## config.mk

```make
export PLATFORM = sky130hd
export DESIGN_NAME = cardinal_ring_input_port_flat
export DESIGN_NICKNAME = d
export VERILOG_FILES = /design/src/rtl/cardinal_ring_input_port_if.sv /design/src/rtl/cardinal_ring_input_port.sv /design/src/flat_wrapper.sv
export SDC_FILE = /design/constraint.sdc
export NUM_CORES = 1
export LEC_CHECK = 0
export ABC_AREA = 1
export CAP_MARGIN = 20
export CORE_MARGIN = 2
export CORE_UTILIZATION = 52
export DETAILED_ROUTE_END_ITERATION = 12
export GPL_TIMING_DRIVEN = 0
export PLACE_DENSITY = 0.77
export SLEW_MARGIN = 25
export SYNTH_ARGS = -nofsm -noshare
export SYNTH_HDL_FRONTEND = slang
export SYNTH_SLANG_ARGS = --single-unit
```

## constraint.sdc

```tcl
create_clock -name clk -period 2.8 [get_ports clk]
set_input_delay 0.56 -clock clk [delete_from_list [all_inputs] [get_ports clk]]
set_output_delay 0.56 -clock clk [all_outputs]
set_load 0.02 [all_outputs]
```

## src/rtl/cardinal_ring_input_port_if.sv

```systemverilog
// Link bundle between an upstream sender/arbiter side (master) and a ring input port (slave).
// Packets are big-endian [0:N-1]: bit 0 is the VC, bit 1 the direction.
interface cardinal_ring_input_port_if #(
    parameter int unsigned PACKET_SIZE = 64,
    parameter int unsigned CNT_W       = 8
);
    logic                   polarity;
    logic                   si;
    logic                   ri;
    logic [0:PACKET_SIZE-1] di;
    logic                   req_local;
    logic                   req_fwd;
    logic                   grant;
    logic [0:PACKET_SIZE-1] pkt_out;
    logic [CNT_W-1:0]       drop_cnt;

    modport master (
        output polarity, si, di, grant,
        input  ri, req_local, req_fwd, pkt_out, drop_cnt
    );

    modport slave (
        input  polarity, si, di, grant,
        output ri, req_local, req_fwd, pkt_out, drop_cnt
    );
endinterface

```

## src/rtl/cardinal_ring_input_port.sv

```systemverilog
// Ring router input port: one packet buffer per virtual channel, filled on VC[polarity]
// and drained towards the local or forward arbiter on VC[~polarity].
module cardinal_ring_input_port #(
    parameter int unsigned PACKET_SIZE = 64,
    parameter int unsigned HOP_MSB     = 8,
    parameter int unsigned HOP_LSB     = 15,
    parameter int unsigned CNT_W       = 8
) (
    input logic                       clk,
    input logic                       reset,
    cardinal_ring_input_port_if.slave port
);
    localparam int unsigned HopW = HOP_LSB - HOP_MSB + 1;

    typedef logic [0:PACKET_SIZE-1] pkt_t;
    typedef enum logic {StEmpty, StFull} vc_state_e;

    vc_state_e        st_q  [2];
    vc_state_e        st_d  [2];
    pkt_t             buf_q [2];
    pkt_t             buf_d [2];
    logic [CNT_W-1:0] drop_cnt_q, drop_cnt_d;

    logic            in_vc, out_vc;
    logic            accept, drop, out_full, req_local, req_fwd;
    pkt_t            out_pkt;
    logic [HopW-1:0] hop;

    assign in_vc    = port.polarity;
    assign out_vc   = ~port.polarity;
    assign out_full = (st_q[out_vc] == StFull);
    assign out_pkt  = buf_q[out_vc];
    assign hop      = out_pkt[HOP_MSB:HOP_LSB];

    assign port.ri  = (st_q[in_vc] == StEmpty);
    assign accept   = port.si & port.ri & (port.di[0] == in_vc);
    assign drop     = port.si & port.ri & (port.di[0] != in_vc);

    assign req_local      = out_full & (hop == '0);
    assign req_fwd        = out_full & (hop != '0);
    assign port.req_local = req_local;
    assign port.req_fwd   = req_fwd;
    assign port.drop_cnt  = drop_cnt_q;

    // in_vc and out_vc always differ, so accept and grant never touch the same buffer.
    always_comb begin
        st_d       = st_q;
        buf_d      = buf_q;
        drop_cnt_d = drop_cnt_q;
        if (accept) begin
            buf_d[in_vc] = port.di;
            st_d[in_vc]  = StFull;
        end
        if (drop && (drop_cnt_q != '1)) begin
            drop_cnt_d = drop_cnt_q + CNT_W'(1);
        end
        if (port.grant && (req_local || req_fwd)) begin
            st_d[out_vc] = StEmpty;
        end
    end

    always_comb begin
        port.pkt_out = '0;
        if (req_fwd) begin
            port.pkt_out                   = out_pkt;
            port.pkt_out[HOP_MSB:HOP_LSB] = hop - HopW'(1);
        end else if (req_local) begin
            port.pkt_out = out_pkt;
        end
    end

    always_ff @(posedge clk or negedge reset) begin
        if (!reset) begin
            st_q[0]    <= StEmpty;
            st_q[1]    <= StEmpty;
            buf_q[0]   <= '0;
            buf_q[1]   <= '0;
            drop_cnt_q <= '0;
        end else begin
            st_q       <= st_d;
            buf_q      <= buf_d;
            drop_cnt_q <= drop_cnt_d;
        end
    end
endmodule

```

## src/flat_wrapper.sv

```systemverilog
// flat-port wrapper written by rule: the top's interface ports become plain ports
module cardinal_ring_input_port_flat 
#(
    parameter int unsigned PACKET_SIZE = 64,
    parameter int unsigned HOP_MSB     = 8,
    parameter int unsigned HOP_LSB     = 15,
    parameter int unsigned CNT_W       = 8
)
  (clk, reset, port_polarity, port_si, port_di, port_grant, port_ri, port_req_local, port_req_fwd, port_pkt_out, port_drop_cnt);
  cardinal_ring_input_port_if #(.PACKET_SIZE(PACKET_SIZE), .CNT_W(CNT_W)) port_i ();
  input logic clk;
  input logic reset;
  input wire logic [$bits(port_i.polarity)-1:0] port_polarity;
  input wire logic [$bits(port_i.si)-1:0] port_si;
  input wire logic [$bits(port_i.di)-1:0] port_di;
  input wire logic [$bits(port_i.grant)-1:0] port_grant;
  output wire logic [$bits(port_i.ri)-1:0] port_ri;
  output wire logic [$bits(port_i.req_local)-1:0] port_req_local;
  output wire logic [$bits(port_i.req_fwd)-1:0] port_req_fwd;
  output wire logic [$bits(port_i.pkt_out)-1:0] port_pkt_out;
  output wire logic [$bits(port_i.drop_cnt)-1:0] port_drop_cnt;
  assign port_i.polarity = port_polarity;
  assign port_i.si = port_si;
  assign port_i.di = port_di;
  assign port_i.grant = port_grant;
  assign port_ri = port_i.ri;
  assign port_req_local = port_i.req_local;
  assign port_req_fwd = port_i.req_fwd;
  assign port_pkt_out = port_i.pkt_out;
  assign port_drop_cnt = port_i.drop_cnt;
  cardinal_ring_input_port #(.PACKET_SIZE(PACKET_SIZE), .HOP_MSB(HOP_MSB), .HOP_LSB(HOP_LSB), .CNT_W(CNT_W)) u_core (.clk(clk), .reset(reset), .port(port_i));
endmodule
```

* After elaboration in Yosys (flattened, before gate mapping)
Index checks and enable logic that the tools add are counted.
Widths: inputs -> output; s select.
** Word-level totals
- Flip-flop bits (word level) :: 138
- Input port bits :: 69
- Output and inout port bits :: 75
- Logic and storage cells :: 53
** Operators by class
- $add $sub $neg :: 2
- $lt $le $gt $ge :: 4
- Equal/unequal tests :: 3
- Muxes and demuxes :: 20
- Bitwise logic cells :: 12
- Reductions and logical operators :: 7
** Operators with widths (count)
- $mux 64 :: 6
- $bwmux 128 :: 1
- $demux 64 s1 :: 1
- $add 8x1->8 const B :: 1
- $logic_not 8->1 :: 1
- $mux 1 :: 8
- $ne 8x8->1 const B :: 1
- $reduce_bool 8->1 :: 1
- $sub 8x1->8 const B :: 1
- $and 1x1->1 :: 5
- $ge 2x2->1 const B :: 2
- $logic_and 1x1->1 :: 4
- $lt 2x1->1 const B :: 2
- $mux 2 :: 2
- $not 1->2 :: 2
- $and 2x2->2 :: 1
- $demux 1 s1 :: 2
- $not 1->1 :: 2
- $not 2->2 :: 1
- $or 2x2->2 :: 1
- $eq 1x1->1 :: 1
- $logic_or 1x1->1 :: 1
- $ne 1x1->1 :: 1

* Depth between registers and ports, before layout
Gate-level depths: netlist of the first run.
- Depth after elaboration :: 10
- Mapped depth :: 13
- Gate-level depth less buffers :: 11

* Worst setup path before layout of the first run
Ideal clock, no wire load.
- Kind :: input port to output port
- From :: input port_polarity
- To :: output port_pkt_out[50]
- Data arrival time :: 2049 ps
- Required time :: 2240 ps
- Setup slack :: 191 ps
- Stages :: 12
- Buffers on the path :: 2
- Cells stage by stage :: buf_4 > inv_2 > buf_4 > nand2_1 > nand2_1 > inv_1 > ha_1 > inv_1 > nor2_1 > nand2_1 > nand2_1 > a21oi_1
** On the way
- Word-level cells in the longest chain between the ends :: 9
- Elaborated cells on any way between the ends :: 15
- Those cells by class :: 1 x add/sub; 8 x mux; 4 x bitwise; 2 x reduce/logical
** Ends and longest elaborated chain
- from (decl) :: line flat_wrapper.sv:13 : input wire logic [$bits(port_i.polarity)-1:0] port_polarity;
- $not 1->1 (*) :: line cardinal_ring_input_port.sv:30 : assign out_vc = ~port.polarity;
- $not 1->2 (implied by the code) (*) :: line cardinal_ring_input_port.sv:31, cardinal_ring_input_port.sv:32
- parallel branches: the longest is 6 deep, another holds $sub 8x1->8
- $mux 64 (*) :: line cardinal_ring_input_port.sv:64 : if (req_fwd) begin
- to (decl) :: line flat_wrapper.sv:20 : output wire logic [$bits(port_i.pkt_out)-1:0] port_pkt_out;
Every way passes the cells marked *. The select of a mux whose other input is x is not followed.

* Final worst setup path of the first run
- From :: input port_polarity
- To :: output port_pkt_out[24]
** On the way
- Word-level cells in the longest chain between the ends :: 9
- Elaborated cells on any way between the ends :: 14
- Those cells by class :: 8 x mux; 4 x bitwise; 2 x reduce/logical
** Ends and longest elaborated chain
- $not 1->1 (*) :: line cardinal_ring_input_port.sv:30
- $not 1->2 (implied by the code) (*) :: line cardinal_ring_input_port.sv:31, cardinal_ring_input_port.sv:32
- $mux 64 (implied by the code) (3 in a row) :: line cardinal_ring_input_port.sv:32 : assign out_pkt = buf_q[out_vc];
- $logic_not 8->1 :: line cardinal_ring_input_port.sv:39 : assign req_local = out_full & (hop == '0);
- $and 1x1->1 :: line cardinal_ring_input_port.sv:39
- $mux 64 :: line cardinal_ring_input_port.sv:67 : end else if (req_local) begin
- $mux 64 (*) :: line cardinal_ring_input_port.sv:64
Mark *: on every way between the ends. The rest lies on a longest branch, timed or not. The select of a mux whose other input is x is not followed.

==> impl_metrics.yaml, run 1 <==
drt:
  wl_per_cell_um: 13.5
  antenna_left: 0
  drt_pre_antenna_iters: 5
  via_count: 6326
  totalWireLength_um: 17400
  drcViolationCount: 0
  drt_iter0_markers: 522
  post_drt_via_cell_ratio: 4.89
place:
  place_inst: 1257
  io_buffers: 142
  hpwlAfterDp_um: 11900
  placed_area_mm2: 0.00856
  gp_congestion: 0.877
power:
  seq_power_share_pct: 40.4
  switching_power_w: 0.00201
  p_int_w: 0.00480
  power_frac_comb_pct: 24.0
  vdd_ir_drop_max_v: 0.000446
  p_leak_nw: 5.99
  switching_share_pct: 29.6
  power_density_mw_per_mm2: 725
  clkPwrFrac_pct: 35.6
global_routing:
  grt_max_degree: 72
  antenna_found_initial: 0
  grt_pass1_wl_um: 29300
  grt_pass1_vias: 6222
  grt.overflow.total: 0
  grtUsageTotal_pct: 26.1
setup_path:
  worstPathRequired_ns: 2.24
  cp_max_fo: 10
  ff2ff_path_depth: 8
  criticalPathCategory: "input port to primary output"
  r2r-end: "u_core.buf_q[38]"
  cp-end-kind: "primary output"
  cp-start-kind: "input port"
  r2r-start: "u_core.st_q[1]"
  arrival_ns: 2.16
  r2r_slack_ns: 1.15
die:
  start_util_pct: 52.6
  die_h_um: 119
  pin_count: 144
  num_rows: 42
  dieWidth_um: 119
  die_area_mm2: 0.0142
  core_mm2: 0.0131
layout:
  post-route-util_pct: 71.8
  layout_common_cells: "nand2_1, inv_1, dfrtp_1, clkdlybuf4s50_1, o21ai_1"
  finalNonFillerCells: 1293
  area.sequential_mm2: 0.00345
  syn_to_final_growth_pct: 36.4
  drive_gt1_share_pct: 9.58
  stdcell_area_mm2: 0.00939
  multi_input_area_mm2: 0.00263
  nNetsFinal: 1176
  fillers: 1054
  layout_commonest_cell: "nand2_1"
  diodes: 0
synthesis:
  syn_avg_cell_area_um2: 7.34
  syn_area_mm2: 0.00689
  synthDistinctLibCells: 26
  syn_inst: 938
  syn_nets: 1010
  synth_top_flop_cell: "dfrtp_1"
  synthArstFlopShare_pct: 100
  yosys_warnings: 0
  ys_seq_elements: 138
  synth_edf_count: 0
  yosysSeqAreaShare_pct: 50.2
clock_tree:
  hold_buffers: 0
  clk_pin_slew_ns: 0.06
  h-tree-depth: 4
  cts_buffers: 17
  cts_root_buf: "clkbuf_16"
  cts_buffer_depth: 2
  clock_sinks: 138
  clkLatencyLatePin_ns: 0.43
  cts_tree: "yes"
min_path:
  worst_hold_path_type: "input port to asynchronous set/reset pin"
timing:
  fin_crit_ns: 2.72
  setup_viol: 0
  fin_crit_sh_pct: 97.2
  rsz0062_at_grt: "false"
  skew_ns: 0.00526
  drv_slew: 0
  hold_viol_final: 0
  clock.fmax_ghz: 0.367
  worst_pin_slew_ns: 0.545
  slew_headroom_pct: 63.7
flow_run:
  maxCapViolations: 0
outcome:
  status: "completed"
## state kept, by name (all words and copies together), names as in the netlist
signal	cells
u_core.st_q	2
u_core.port.drop_cnt	8
u_core.buf_q	128
## repair_timing
item                                    in CTS  in global routing
endpoints found under the setup margin      66                 55
pin swaps                                    1                  0
resized for setup                           72                 64
buffers inserted                             4                  0
## logic make-up after synthesis
group	share of synthesized area, %
fa+ha+maj	0.545
compound gates	11.1
flops	50.2
xor+xnor	0.763
buf+inv	12.4
simple gates	25.0
## power by group through the flow
stage                     combinational (W)  clock (W)  sequential (W)
after CTS                           0.00166    0.00243         0.00275
after floorplan                    0.000985          0         0.00277
final                               0.00163    0.00242         0.00275
after detailed placement            0.00162          0         0.00278
after global placement              0.00157          0         0.00275
after global routing                0.00186    0.00252         0.00281
## worst max-delay path by stage
| stage | start | endpoint | cells after the start |
|---|---|---|---|
| after floorplan | port_polarity | port_pkt_out[50] | 12 |
| after global placement | reset | u_core.buf_q[11] | 1 |
| after detailed placement | port_polarity | port_pkt_out[55] | 13 |
| after CTS | port_polarity | port_pkt_out[54] | 14 |
| after global routing | port_polarity | port_pkt_out[24] | 10 |
| final | port_polarity | port_pkt_out[24] | 10 |
## cell usage after synthesis (3+ instances only)
cell type	count	area (um2)
o21ai_2	9	78.8
nand2_1	410	1540
nand3_1	8	40.0
buf_6	9	101
xor2_1	4	35.0
inv_1	152	571
dfrtp_1	138	3450
o21ai_1	63	315
a21oi_1	6	30.0
nand3b_1	3	22.5
buf_2	19	95.1
clkbuf_1	18	67.6
ha_1	3	37.5
nor2_1	16	60.1
o21ai_0	64	320
## through the flow
step / hold slack, ns / TNS [ns] / total power [W] / setup WS, ns
floorplan: 0.264 / 0 / 0.00375 / 0.191
global placement: 0.433 / -599.28 / 0.00432 / -4.21
detailed placement: 0.437 / -21.56 / 0.00439 / -0.586
CTS: 0.102 / 0 / 0.00684 / 0.0000575
global route: 0.119 / 0 / 0.00719 / 0.0139
finish: 0.0666 / 0 / 0.00681 / 0.0779
## critical path, stage by stage
cell and delay (ns):
buf_4 0.16, inv_4 0.11, buf_8 0.16, nand2_1 0.10
o21ai_4 0.08, buf_4 0.13, buf_4 0.16, nand2_1 0.06
inv_1 0.05, clkdlybuf4s50_1 0.59
## final cells by class
class / instances / area share (%)
clock inverters: 7 / 1.44
plain buffers: 48 / 3.60
well taps: 176 / 2.35
flip-flops and latches: 138 / 36.8
repair buffers: 147 / 16.4
inverters: 153 / 6.14
multi-input cells: 599 / 28.0
clock buffers: 25 / 5.38
## metal layers
| metal | vias to the layer above | track usage [%] | part of all wire, % |
|---|---|---|---|
| li1 | 3150 | - | - |
| met1 | 2956 | 34.2 | 44 |
| met2 | 199 | 43.4 | 49 |
| met3 | 21 | 5.08 | 5.6 |
| met4 | 0 | 8.93 | 1.6 |
| met5 | - | 0 | 0 |
Power figures use the tool's default switching activity.
==> inputs of run 2 (changes only) <==
CORE_UTILIZATION = 40   (was 52)
PLACE_DENSITY = 0.61   (was 0.77)
REMOVE_ABC_BUFFERS = 1   (was not set)
==> run 2 against run 1 <==
Worst hold slack better by 0.070 ns. First-iteration DRC count down 43%. Wire length is 7.8% lower. Clock power fell by 11%. Global-route usage decreased by 7.3 points. Non-clock buffer count down 43. Sequential share of layout area grew 0.52 points. Cell area decreased by 1.4%. Worst setup slack better by 0.0088 ns. Register-to-register slack lost 0.37 ns. Combinational power is 2% lower. Largest cell class unchanged. Largest power group unchanged.
==> impl_metrics.yaml, run 2 (same netlist as run 1, synthesis figures left out) <==
outcome:
  status: "completed"
flow_run:
  maxCapViolations: 0
setup_path:
  r2r-end: "u_core.buf_q[46]"
  worstPathRequired_ns: 2.24
  cp-start-kind: "input port"
  r2r_slack_ns: 0.78
  r2r-start: "u_core.st_q[1]"
  arrival_ns: 2.15
  cp-startpoint: "port_polarity"
  cp-end-kind: "primary output"
  criticalPathCategory: "input port to primary output"
  ff2ff_path_depth: 7
  cp_max_fo: 35
clock_tree:
  cts_buffer_depth: 2
  hold_buffers: 0
  clk_pin_slew_ns: 0.06
  cts_buffers: 17
  cts_tree: "yes"
  cts_root_buf: "clkbuf_16"
  h-tree-depth: 4
  clock_sinks: 138
  clkLatencyLatePin_ns: 0.41
power:
  vdd_ir_drop_max_v: 0.000415
  p_leak_nw: 5.61
  total_power_w: 0.00650
  power_density_mw_per_mm2: 702
die:
  dieWidth_um: 135
  num_rows: 47
  pin_count: 144
  die_area_mm2: 0.0183
  core_mm2: 0.0167
  start_util_pct: 41.2
  die_h_um: 135
timing:
  slew_headroom_pct: 49.4
  fin_crit_sh_pct: 96.9
  drv_slew: 0
  rsz0062_at_grt: "false"
  fin_crit_ns: 2.71
  clock.fmax_ghz: 0.369
  worst_pin_slew_ns: 0.759
  skew_ns: 0.00637
  setup_viol: 0
  hold_viol_final: 0
drt:
  drt_pre_antenna_iters: 5
  totalWireLength_um: 16100
  antenna_left: 0
  via_count: 5831
  wl_per_cell_um: 12.4
  drcViolationCount: 0
  post_drt_via_cell_ratio: 4.50
  drt_iter0_markers: 300
global_routing:
  grt_max_degree: 128
  antenna_found_initial: 1
  grt_pass1_wl_um: 27200
  grt_pass1_vias: 5588
  grt.overflow.total: 0
  grtUsageTotal_pct: 18.8
layout:
  layout_common_cells: "nand2_1, inv_1, dfrtp_1, clkdlybuf4s50_1, o21ai_1"
  nNetsFinal: 1134
  finalNonFillerCells: 1296
  syn_to_final_growth_pct: 34.5
  largest_reg_flops: 128
  largest-register: "u_core.buf_q"
  drive_gt1_share_pct: 6.23
  layout_commonest_cell: "nand2_1"
place:
  io_buffers: 143
  gp_congestion: 0.727
  place_inst: 1258
  hpwlAfterDp_um: 9610
min_path:
  worst_hold_path_type: "input port to asynchronous set/reset pin"
[run 2: cell types whose count changed in the layout (fill, tap and decap cells not counted), moves of 6 or more]
cell             previous run  this run
buf_4                      17         1
clkdlybuf4s50_1            76        97
dlygate4sd2_1              10         4
buf_6                       9         0
dlymetal6s2s_1             45        34
clkbuf_1                   13         3
buf_2                      14         0
clkbuf_2                    8         2
[run 2: per-stage QoR]
stage                TNS, ns  utilization, %  hold WS, ns  worst slack, ns  cell area, um2
floorplan             -18.23               -        0.264           -0.688            6610
global placement    -1639.69            49.8        0.431            -6.96            8310
detailed placement    -97.58            50.6        0.443            -1.01            8450
CTS                        0            54.9        0.150           0.0141            9170
global route               0            55.4        0.177          0.00218            9260
finish                     0            55.4        0.137           0.0866            9260
[run 2: what timing repair did]
item	CTS	global route
cloned	3	0
pin swaps	1	0
endpoints found under the setup margin	67	44
setup buffers	2	0
gates resized for setup	29	43
hold endpoints to repair	0	0
[run 2: metal layers]
layer | up-vias | routed length (um) | track usage, %
met5 | - | 0 | 0
met4 | 0 | 207 | 6.25
met3 | 14 | 818 | 4.30
met2 | 115 | 7350 | 30.4
met1 | 2635 | 7680 | 25.1
li1 | 3067 | - | -
[run 2: power by group]
part	internal, W	total (W)	switching (W)
clock	0.00136	0.00216	0.000798
combinational	0.000719	0.00159	0.000873
sequential	0.00248	0.00275	0.000270
[run 2: critical path, stage by stage]
cell	delay, ns
buf_16	0.15
inv_16	0.16
nand2_1	0.11
o21ai_4	0.10
buf_12	0.16
buf_16	0.16
nand2_1	0.06
inv_1	0.05
clkdlybuf4s50_1	0.59
[run 2: area by class of cell]
cell class	instances	area, um2
timing repair inverter	1	8.76
inverter	153	591
timing repair buffer	152	1730
fill	1666	7440
multi-input combinational	599	2620
clock inverter	6	60.1
tap	220	275
sequential	138	3450
clock buffer	26	519
antenna	1	2.50
[run 2: how the worst max path moves through the flow]
stage	to	slack [ns]	cells past startpoint
floorplan	port_pkt_out[50]	-0.69	4
global placement	port_pkt_out[51]	-6.96	6
detailed placement	port_pkt_out[55]	-1.01	12
CTS	port_pkt_out[20]	0.01	9
global route	port_pkt_out[34]	0.002	9
finish	port_pkt_out[41]	0.09	9
==> RTL edit: new RTL, flow settings as in run 2 <==
`PACKET_SIZE` is set to 64 in 3 places; all go to 128.
--- a/src/rtl/cardinal_ring_input_port_if.sv
+++ b/src/rtl/cardinal_ring_input_port_if.sv
@@ -1,7 +1,7 @@
 // Link bundle between an upstream sender/arbiter side (master) and a ring input port (slave).
 // Packets are big-endian [0:N-1]: bit 0 is the VC, bit 1 the direction.
 interface cardinal_ring_input_port_if #(
-    parameter int unsigned PACKET_SIZE = 64,
+    parameter int unsigned PACKET_SIZE = 128,
     parameter int unsigned CNT_W       = 8
 );
     logic                   polarity;
--- a/src/rtl/cardinal_ring_input_port.sv
+++ b/src/rtl/cardinal_ring_input_port.sv
@@ -1,7 +1,7 @@
 // Ring router input port: one packet buffer per virtual channel, filled on VC[polarity]
 // and drained towards the local or forward arbiter on VC[~polarity].
 module cardinal_ring_input_port #(
-    parameter int unsigned PACKET_SIZE = 64,
+    parameter int unsigned PACKET_SIZE = 128,
     parameter int unsigned HOP_MSB     = 8,
     parameter int unsigned HOP_LSB     = 15,
     parameter int unsigned CNT_W       = 8
--- a/src/flat_wrapper.sv
+++ b/src/flat_wrapper.sv
@@ -1,7 +1,7 @@
 // flat-port wrapper written by rule: the top's interface ports become plain ports
 module cardinal_ring_input_port_flat 
 #(
-    parameter int unsigned PACKET_SIZE = 64,
+    parameter int unsigned PACKET_SIZE = 128,
     parameter int unsigned HOP_MSB     = 8,
     parameter int unsigned HOP_LSB     = 15,
     parameter int unsigned CNT_W       = 8
Interface: changed (resized port_di and port_pkt_out); port bits go from 144 to 272. The function was not compared with the original's and may differ.
==> RTL edit against run 2 <==
- clock skew rose by 0.0054 ns
- power grew 86%
- routed wire length rose by 110%
- sequential cell count is 128 higher
- sequential power rose by 89%
- setup slack got worse by 0.036 ns
- final area is 88% higher
- final cell count grew 86%
- first-iteration DRC count up 140%
- area after synthesis grew 87%
- non-clock buffer count increased by 162
- highest routed layer is now met5
==> RTL edit: results (changes against run 2) <==
outcome completed; number of global-route vias before repair 10620 (+90%); GPL Wtd Cong 0.7666 (+5.5%); CP max stage cell clkdlybuf4s15_2; Largest register FFs 256 (+100%); Logic pwr share 24.1% (-0.4 points); share of layout cells above drive strength 1 8.342% (+2.1 points); Longest Clk Path Bufs 3 (+1); Fillers 3040 (+82%); Sw Share 29.55% (-0.33 points); initial antenna violation count 2 (+1); synth cell count leaders nand2_1 (788), inv_1 (274), dfrtp_1 (266); worst vdd ir 0.0004477 V (+8.0%); register area share after synthesis 51.56% (+1.4 points); HPWL reported at the end of detailed placement 20.81 mm (+120%); slew margin rel. 67.80% (+18 points); WL/cell 14.26 um (+15%); Leak 10.50 nW (+87%); Max stage delay on crit path 0.25 ns (-0.34 ns); clk_lat worst skew 0.54 ns (+0.13 ns); PortBufs 271 (+90%); uppermost routed layer met5; final net count 2130 (+88%); met2 WL 15.58 mm (+110%); initial drt markers 732 (+140%); setup slack at placement -1.384 ns (-0.3765 ns); Final Skew 0.01176 ns (+0.005389 ns); WL met3 2.212 mm (+170%); first-pass GRT wire length 55.54 mm (+100%); critical path arrival 2.19 ns (+0.04 ns)
## RTL edit: cell count changes after synthesis, sizes merged, moves of 2 or more
cell           run 2  this run
o21ai            136       262
buf               30        86
dfrtp            138       266
clkbuf            18        13
nand3b             3         1
nor2              17        13
xnor2              2         5
nand2            413       796
a22oi              0         2
a31oi              2         0
nand3              8        11
inv              153       275
## RTL edit: area by class of cell
type,instances,area (sq um),area share (%)
clock buffer,46,899.6,5.166
clock inverter,5,100.1,0.5748
timing repair buffer,314,3496,20.08
antenna,1,2.502,0.01437
multi-input combinational,1106,4690,26.93
sequential,266,6656,38.23
inverter,275,1049,6.021
tap,402,503.0,2.889
timing repair inverter,2,17.52,0.1006
## RTL edit: what timing repair did
action / CTS / global route
gates cloned: 10 / 3
hold buffers: 1 / 0
endpoints found under the setup margin: 130 / 85
resized for setup: 215 / 82
setup buffers: 7 / 3
pin swaps: 1 / 4
hold endpoints to repair: 52 / 0
## RTL edit: worst reg2reg max path, delay by kind of cell (launching register included)
kind                   cells  cell delay (ns)
and+or+nand+nor            2             0.58
AOI/OAI and AO/OA          1             0.21
DFF                        1             0.38
buffers and inverters      5             1.11
## RTL edit: worst paths after layout
check	startpoint	endpoint	slack, ns	cells after the start
max	port_polarity	port_pkt_out[23]	0.05	12
min	u_core.buf_q[127]	u_core.buf_q[127]	0.45	2
max reg2reg	u_core.st_q[1]	u_core.buf_q[255]	0.41	8
min reg2reg	u_core.buf_q[127]	u_core.buf_q[127]	0.45	2
max in group asynchronous	reset	u_core.buf_q[55]	1.11	4
min in group asynchronous	reset	u_core.buf_q[188]	0.52	2
## RTL edit: power by group through the flow
stage / Combinational (mW) / Clock, mW / Sequential [mW]
after global routing: 3.32 / 4.24 / 5.32
after floorplan: 1.73 / 0 / 5.21
after global placement: 2.80 / 0 / 5.26
after CTS: 2.92 / 4.07 / 5.20
final: 2.90 / 3.96 / 5.21
after detailed placement: 2.87 / 0 / 5.26
## RTL edit: per-stage QoR
stage	power, mW	cell area, sq um	std cells
floorplan	6.938	12330	1647
global placement	8.059	15550	2320
detailed placement	8.126	16090	2341
CTS	12.19	17410	2410
global route	12.88	17410	2417
finish	12.07	17410	2417
## RTL edit: cells by family (layout without fill, tap and decap cells)
group,count (synthesis),count (layout),share of synthesized area [%]
simple gates,825,825,24.46
buf+inv,374,642,12.50
compound gates,270,270,10.64
flops,266,266,51.56
xor+xnor,8,8,0.5428
fa+ha+maj,3,3,0.2908
other cells,0,1,0
## RTL edit: layer usage
metal,global-route usage [%],vias to the layer above
met5,0,-
met4,4.256,2
met3,4.358,43
met2,32.86,292
met1,28.28,5203
li1,-,5726
